### config.mk
export PLATFORM = sky130hd
export DESIGN_NAME = decode_stage_p
export DESIGN_NICKNAME = d
export VERILOG_FILES = /design/src/rtl/decode_stage_p.sv
export SDC_FILE = /design/constraint.sdc
export NUM_CORES = 2
export LEC_CHECK = 0
export BUFFER_PORTS_ARGS = -buffer_cell sky130_fd_sc_hd__buf_2
export CAP_MARGIN = 25
export CORE_ASPECT_RATIO = 0.6
export CORE_UTILIZATION = 60
export DETAILED_ROUTE_END_ITERATION = 7
export PLACE_DENSITY = 0.79
export SLEW_MARGIN = 15
export SYNTH_ARGS = -nofsm -noshare
export SYNTH_HDL_FRONTEND = slang
export SYNTH_SLANG_ARGS = --single-unit
### constraint.sdc
create_clock -name clk -period 5.5 [get_ports clk]
set_input_delay 0.825 -clock clk [delete_from_list [all_inputs] [get_ports clk]]
set_output_delay 0.825 -clock clk [all_outputs]
set_load 0.02 [all_outputs]
### src/rtl/decode_stage_p.sv
// decode_stage_p: MIPS-style instruction decode stage.
// Decodes control, reads the register file, resolves beq/bne/j early
// (compare after the MEM forward muxes), computes branch/jump targets,
// keeps saturating branch statistics and registers the ID/EX payload.
// Optional: define WB_BYPASS_EN to make a same-cycle writeback visible to
// the register read (write-through); otherwise it shows up next cycle.
// Register fields are 5 bits wide, so REG_NUM is expected to be <= 32.
module decode_stage_p #(
    parameter int WIDTH     = 32,
    parameter int REG_NUM   = 32,
    parameter int CNT_WIDTH = 16,
    localparam int AW       = $clog2(REG_NUM)
) (
    input  logic                 clk,
    input  logic                 rst,
    input  logic [31:0]          instr_decode,
    input  logic [WIDTH-1:0]     pc_decode,
    input  logic                 valid_decode,
    input  logic                 stall_decode,
    input  logic                 flush_execute,
    input  logic                 regwrite_wb,
    input  logic [AW-1:0]        regaddr_wb,
    input  logic [WIDTH-1:0]     result_wb,
    input  logic [WIDTH-1:0]     aluout_mem,
    input  logic                 forwardA_decode,
    input  logic                 forwardB_decode,
    output logic                 pcsrc_decode,
    output logic                 jump_decode,
    output logic [WIDTH-1:0]     pc_branch,
    output logic [WIDTH-1:0]     pc_jump,
    output logic                 flush_fetch,
    output logic                 ex_valid,
    output logic [4:0]           ex_ctrl,
    output logic [3:0]           ex_alucontrol,
    output logic [WIDTH-1:0]     ex_data1,
    output logic [WIDTH-1:0]     ex_data2,
    output logic [WIDTH-1:0]     ex_imm,
    output logic [3*AW-1:0]      ex_regaddr,
    output logic [CNT_WIDTH-1:0] br_cnt,
    output logic [CNT_WIDTH-1:0] taken_cnt
);

    localparam logic [3:0] ALU_AND = 4'b0000;
    localparam logic [3:0] ALU_OR  = 4'b0001;
    localparam logic [3:0] ALU_ADD = 4'b0010;
    localparam logic [3:0] ALU_SUB = 4'b0110;
    localparam logic [3:0] ALU_SLT = 4'b0111;

    localparam logic [CNT_WIDTH-1:0] CNT_ONE = {{(CNT_WIDTH-1){1'b0}}, 1'b1};

    // instruction fields
    logic [5:0]    opcode, funct;
    logic [4:0]    rs_f, rt_f, rd_f;
    logic [AW-1:0] rs, rt, rd;

    assign opcode = instr_decode[31:26];
    assign rs_f   = instr_decode[25:21];
    assign rt_f   = instr_decode[20:16];
    assign rd_f   = instr_decode[15:11];
    assign funct  = instr_decode[5:0];
    assign rs     = rs_f[AW-1:0];
    assign rt     = rt_f[AW-1:0];
    assign rd     = rd_f[AW-1:0];

    // ctrl = {regwrite, memtoreg, memwrite, alusrc, regdst}
    logic [4:0] ctrl;
    logic [3:0] alucontrol;
    logic       is_beq, is_bne, is_j;

    // main/ALU decoder; anything unrecognised collapses to a NOP
    always_comb begin
        ctrl       = 5'b00000;
        alucontrol = 4'b0000;
        is_beq     = 1'b0;
        is_bne     = 1'b0;
        is_j       = 1'b0;
        case (opcode)
            6'b000000: begin
                case (funct)
                    6'b100000: begin ctrl = 5'b10001; alucontrol = ALU_ADD; end
                    6'b100010: begin ctrl = 5'b10001; alucontrol = ALU_SUB; end
                    6'b100100: begin ctrl = 5'b10001; alucontrol = ALU_AND; end
                    6'b100101: begin ctrl = 5'b10001; alucontrol = ALU_OR;  end
                    6'b101010: begin ctrl = 5'b10001; alucontrol = ALU_SLT; end
                    default:   ;
                endcase
            end
            6'b100011: begin ctrl = 5'b11010; alucontrol = ALU_ADD; end  // lw
            6'b101011: begin ctrl = 5'b00110; alucontrol = ALU_ADD; end  // sw
            6'b001000: begin ctrl = 5'b10010; alucontrol = ALU_ADD; end  // addi
            6'b000100: begin is_beq = 1'b1;   alucontrol = ALU_SUB; end
            6'b000101: begin is_bne = 1'b1;   alucontrol = ALU_SUB; end
            6'b000010: is_j = 1'b1;
            default:   ;
        endcase
    end

    // register file (entry 0 is never written and always reads as 0)
    logic [WIDTH-1:0] regs [REG_NUM];
    logic [WIDTH-1:0] rd1, rd2;

    // writeback port; whole file clears on reset
    always_ff @(posedge clk or negedge rst) begin
        if (!rst) begin
            for (int i = 0; i < REG_NUM; i++) regs[i] <= '0;
        end else if (regwrite_wb && regaddr_wb != '0) begin
            regs[regaddr_wb] <= result_wb;
        end
    end

    // read ports, with optional write-through of the writeback data
    always_comb begin
        rd1 = regs[rs];
        rd2 = regs[rt];
`ifdef WB_BYPASS_EN
        if (regwrite_wb && regaddr_wb != '0 && regaddr_wb == rs) rd1 = result_wb;
        if (regwrite_wb && regaddr_wb != '0 && regaddr_wb == rt) rd2 = result_wb;
`else
`endif
        if (rs == '0) rd1 = '0;
        if (rt == '0) rd2 = '0;
    end

    // early branch resolution and targets
    logic [WIDTH-1:0] imm_ext, cmp_a, cmp_b;
    logic             go, br_fire, taken;

    assign imm_ext      = {{(WIDTH-16){instr_decode[15]}}, instr_decode[15:0]};
    assign pc_branch    = pc_decode + (imm_ext << 2);
    assign pc_jump      = {pc_decode[WIDTH-1:28], instr_decode[25:0], 2'b00};
    assign cmp_a        = forwardA_decode ? aluout_mem : rd1;
    assign cmp_b        = forwardB_decode ? aluout_mem : rd2;
    assign taken        = is_beq ? (cmp_a == cmp_b) : (cmp_a != cmp_b);
    assign go           = valid_decode & ~stall_decode;
    assign br_fire      = (is_beq | is_bne) & go;
    assign pcsrc_decode = br_fire & taken;
    assign jump_decode  = is_j & go;
    assign flush_fetch  = pcsrc_decode | jump_decode;

    // ID/EX register: flush beats stall beats load; bubbles hold the data fields
    always_ff @(posedge clk or negedge rst) begin
        if (!rst) begin
            ex_valid      <= 1'b0;
            ex_ctrl       <= '0;
            ex_alucontrol <= '0;
            ex_data1      <= '0;
            ex_data2      <= '0;
            ex_imm        <= '0;
            ex_regaddr    <= '0;
        end else if (flush_execute || stall_decode) begin
            ex_valid <= 1'b0;
            ex_ctrl  <= '0;
        end else begin
            ex_valid      <= valid_decode;
            ex_ctrl       <= ctrl;
            ex_alucontrol <= alucontrol;
            ex_data1      <= rd1;
            ex_data2      <= rd2;
            ex_imm        <= imm_ext;
            ex_regaddr    <= {rs, rt, rd};
        end
    end

    // saturating branch statistics; a flush in the same cycle still counts
    always_ff @(posedge clk or negedge rst) begin
        if (!rst) begin
            br_cnt    <= '0;
            taken_cnt <= '0;
        end else begin
            if (br_fire && br_cnt != '1)         br_cnt    <= br_cnt + CNT_ONE;
            if (pcsrc_decode && taken_cnt != '1) taken_cnt <= taken_cnt + CNT_ONE;
        end
    end

endmodule

==> flow_metrics.tcl <==
set metrics [dict create \
    cts-root-buf "clkbuf_16" \
    routed_wirelength_um 227000 \
    placed_area_mm2 0.0681 \
    crit_type "in2out" \
    setup_viol 2 \
    r2r_slack_ns 1.03 \
    ys_seq_area_share_pct 45.8 \
    drc 1 \
    synth_cell_types 92 \
    rsz0062_at_grt "yes" \
    dieWidth_um 421 \
    max_stage_delay_ns 0.49 \
    timing.rr.end "taken_cnt[6]" \
    crit_chain "buf_6 -> buf_4 -> buf_4 -> mux4_2 -> nor2_1 -> nor2_1 -> o22ai_1 -> nor3_2 -> xnor2_1 -> nand4_1 -> o32ai_2 -> nand4_2 -> xor2_1 -> buf_4 -> o21bai_1 -> buf_4" \
    worstSetupPathDepth 16 \
    tightest_slew_ns 1.17 \
    grt_usage_pct 42.7 \
    portBuffers 353 \
    drv_slew 0 \
    multi_input_area_mm2 0.0318 \
    power_leakage_uw 0.0326 \
    slowest_stage "buf_4" \
    layout-drive-gt1-share_pct 50.4 \
    htreeDepth 3 \
    num_rows 91 \
    dpl.hpwl_um 150000 \
    power.total_uw 25400 \
    die-area_mm2 0.107 \
    overflow 0 \
    endpoint_kind "primary output" \
    crit_required_ns 4.68 \
    clock_sinks 1155 \
    grt_pass1_wl_um 326000 \
    cp_top_family "simple AND/OR/NAND/NOR gates" \
    hold_viol 0 \
    die_h_um 253 \
    fmax_mhz 179 \
    relSlewSlack_pct 21.6 \
    grt_max_degree 140 \
    p_seq_share_pct 44.7 \
    crit_arrival_ns 4.75 \
    p_per_area_mw_per_mm2 350 \
    cts_tree "built" \
    cap_violations 0 \
    crit_top_cell "buf_4" \
    status "complete, but fails checks" \
    regArea_mm2 0.0289 \
    cp_max_fo 31 \
    cp-start-kind "input port" \
    hold_slack_ns 0.0668 \
    skew_ns 0.0459 \
    syn_area_mm2 0.0631 \
    worst-r2r-cell-count 14 \
    period_needed_ns 5.58 \
    place_congestion 0.998 \
    antenna_found_initial 14 \
    cts-buffers-inserted 110 \
    start_util_pct 61.0 \
    routedWlPerCell_um 35.1 \
    ys_async_sr_fraction_pct 100 \
    violations "design-rule violations, negative setup slack" \
    synth.avg_cell_area_um2 13.8 \
    grt_pass1_vias 46000 \
    combinationalPowerShare_pct 24.4 \
    synthFlopType "dfrtp_1" \
    viasPerCell 7.25 \
    fill_cells 6835 \
    final_antenna_net_count 0 \
    synth_enable_flop_cells 0 \
    clockBufferDepth 3 \
    stdcell_area_mm2 0.0725 \
    cts_hold_buffers 0 \
    first_pass_iters 8 \
    power_switching_share_pct 30.1 \
    syn-instance-count 4574 \
    ys_ff_latch 1155 \
    core_mm2 0.103 \
    hold_path_class "in2async" \
    clk_pin_slew_worst_paths_ns 0.06 \
    io_pins 361 \
    area_growth_pct 14.8 \
    yosysWarnings 0 \
    reg2reg_from "regs[157]" \
    num_vias 47000 \
    final_nets 5164 \
    p_sw_uw 7640 \
    clock_latency_ns 0.77 \
    final.period_utilization_pct 101 \
    fin_ws_ns -0.0776 \
    irDropWorstVdd_mv 0.333 \
    p_int_uw 17700 \
    p_clk_share_pct 30.9 \
    path_buf_inv 5 \
    drtIter0Drc 7203 \
]
-- power groups by stage --
stage               clock network, µW  logic [µW]  registers (µW)
floorplan                           0        3990           11000
global placement                    0        5740           11200
detailed placement                  0        5920           11400
CTS                              7850        6010           11200
global route                     8160        6470           11500
finish                           7840        6190           11300
-- Yosys cell counts (60+ instances only) --
master / number / area share [%]
clkbuf_1: 240 / 1.4
buf_1: 63 / 0.37
nand2_1: 289 / 1.7
mux2i_1: 158 / 2.5
nor2_1: 87 / 0.52
a21oi_1: 60 / 0.48
buf_4: 95 / 1.1
mux2_2: 1040 / 19
mux4_2: 444 / 16
dfrtp_1: 1155 / 46
o21ai_0: 111 / 0.88
xnor2_1: 76 / 1.1
-- per-stage QoR --
step           util (%)  std cells  worst slack (ns)  setup TNS [ns]
2_1_floorplan         -       4576             0.472               0
3_3_place_gp       65.7       6245            -0.407          -0.713
3_5_place_dp       65.8       6250            -0.413          -0.750
4_1_cts            69.6       6458            0.0119               0
5_1_grt            70.0       6475           -0.0976          -0.160
6_report           70.0       6479           -0.0776          -0.134
-- placed cells by master (no fill, tap or decap), types with 18 or more instances in the layout --
cell and count:
dfrtp_1 1155, mux2_2 1040, mux4_2 444, buf_4 360
buf_2 344, nand2_1 274, mux2i_1 157, clkbuf_16 115
o21ai_0 106, xnor2_1 75, nor2_1 67, a21oi_1 59
buf_12 59, nand3_1 51, xor2_1 44, o22ai_1 39
a22oi_1 34, nor3_1 32, ha_1 31, nand4_1 28
clkbuf_8 27, clkbuf_1 27, a211oi_1 26, o221ai_1 23
inv_1 21, mux4_1 18
-- worst max path at each step --
stage	startpoint	endpoint	slack [ns]
2_1_floorplan	instr_decode[16]	pcsrc_decode	0.47
3_3_place_gp	instr_decode[21]	pcsrc_decode	-0.41
3_5_place_dp	instr_decode[21]	pcsrc_decode	-0.41
4_1_cts	instr_decode[16]	flush_fetch	0.01
5_1_grt	regs[157]	flush_fetch	-0.1
6_report	instr_decode[18]	flush_fetch	-0.08
-- area by class of cell --
class                   instances  share of cell area [%]
diodes                         10                  0.0345
well taps                    1395                    2.41
clock inverters                30                   0.508
repair buffers                797                    8.67
inverters                      27                   0.143
multi-input cells            2900                    43.9
clock buffers                 165                    4.49
flip-flops and latches       1155                    39.9
-- state kept, by name, summed over array words and instances (netlist names), 5 cells and up --
name and cells:
ex_regaddr 11, ex_data1 32, ex_data2 32, taken_cnt 16, ex_ctrl 5, ex_imm 15
regs 1024, br_cnt 16
-- metal layers --
metal / global-route usage (%) / wire, µm / vias up
met5: 0.779 / 203 / -
met4: 25.2 / 16100 / 12
met3: 19.2 / 34800 / 982
met2: 57.0 / 92400 / 3823
met1: 57.1 / 83900 / 24100
li1: - / - / 18100
-- cell families after synthesis --
logic type | Yosys count | share of synthesized area, %
AOI/OAI and AO/OA | 457 | 4.98
xor gates and xnor gates | 121 | 1.68
adders and majority gates | 32 | 0.646
buffers and inverters | 521 | 4.45
DFF | 1155 | 45.8
muxes | 1663 | 37.7
other | 1 | 0.00594
and+or+nand+nor | 624 | 4.69
-- worst register-to-register path: stages, from the launching register on --
cell,delay [ns]
dfrtp_1,0.43
mux4_2,0.52
a22o_1,0.29
a211o_1,0.30
a31oi_1,0.27
o21a_1,0.22
o2111ai_4,0.16
or4_4,0.63
o32ai_2,0.31
nand4_2,0.19
buf_4,0.20
buf_4,0.13
mux2_4,0.39
a21boi_0,0.23
o21bai_1,0.13
-- repair_timing --
action | 4_1_cts | 5_1_grt
endpoints found under the setup margin | 2 | 4
pin swaps | 11 | 11
gates cloned | 2 | 4
setup buffers | 11 | 7
resized for setup | 32 | 46
Power figures use the tool's default switching activity.
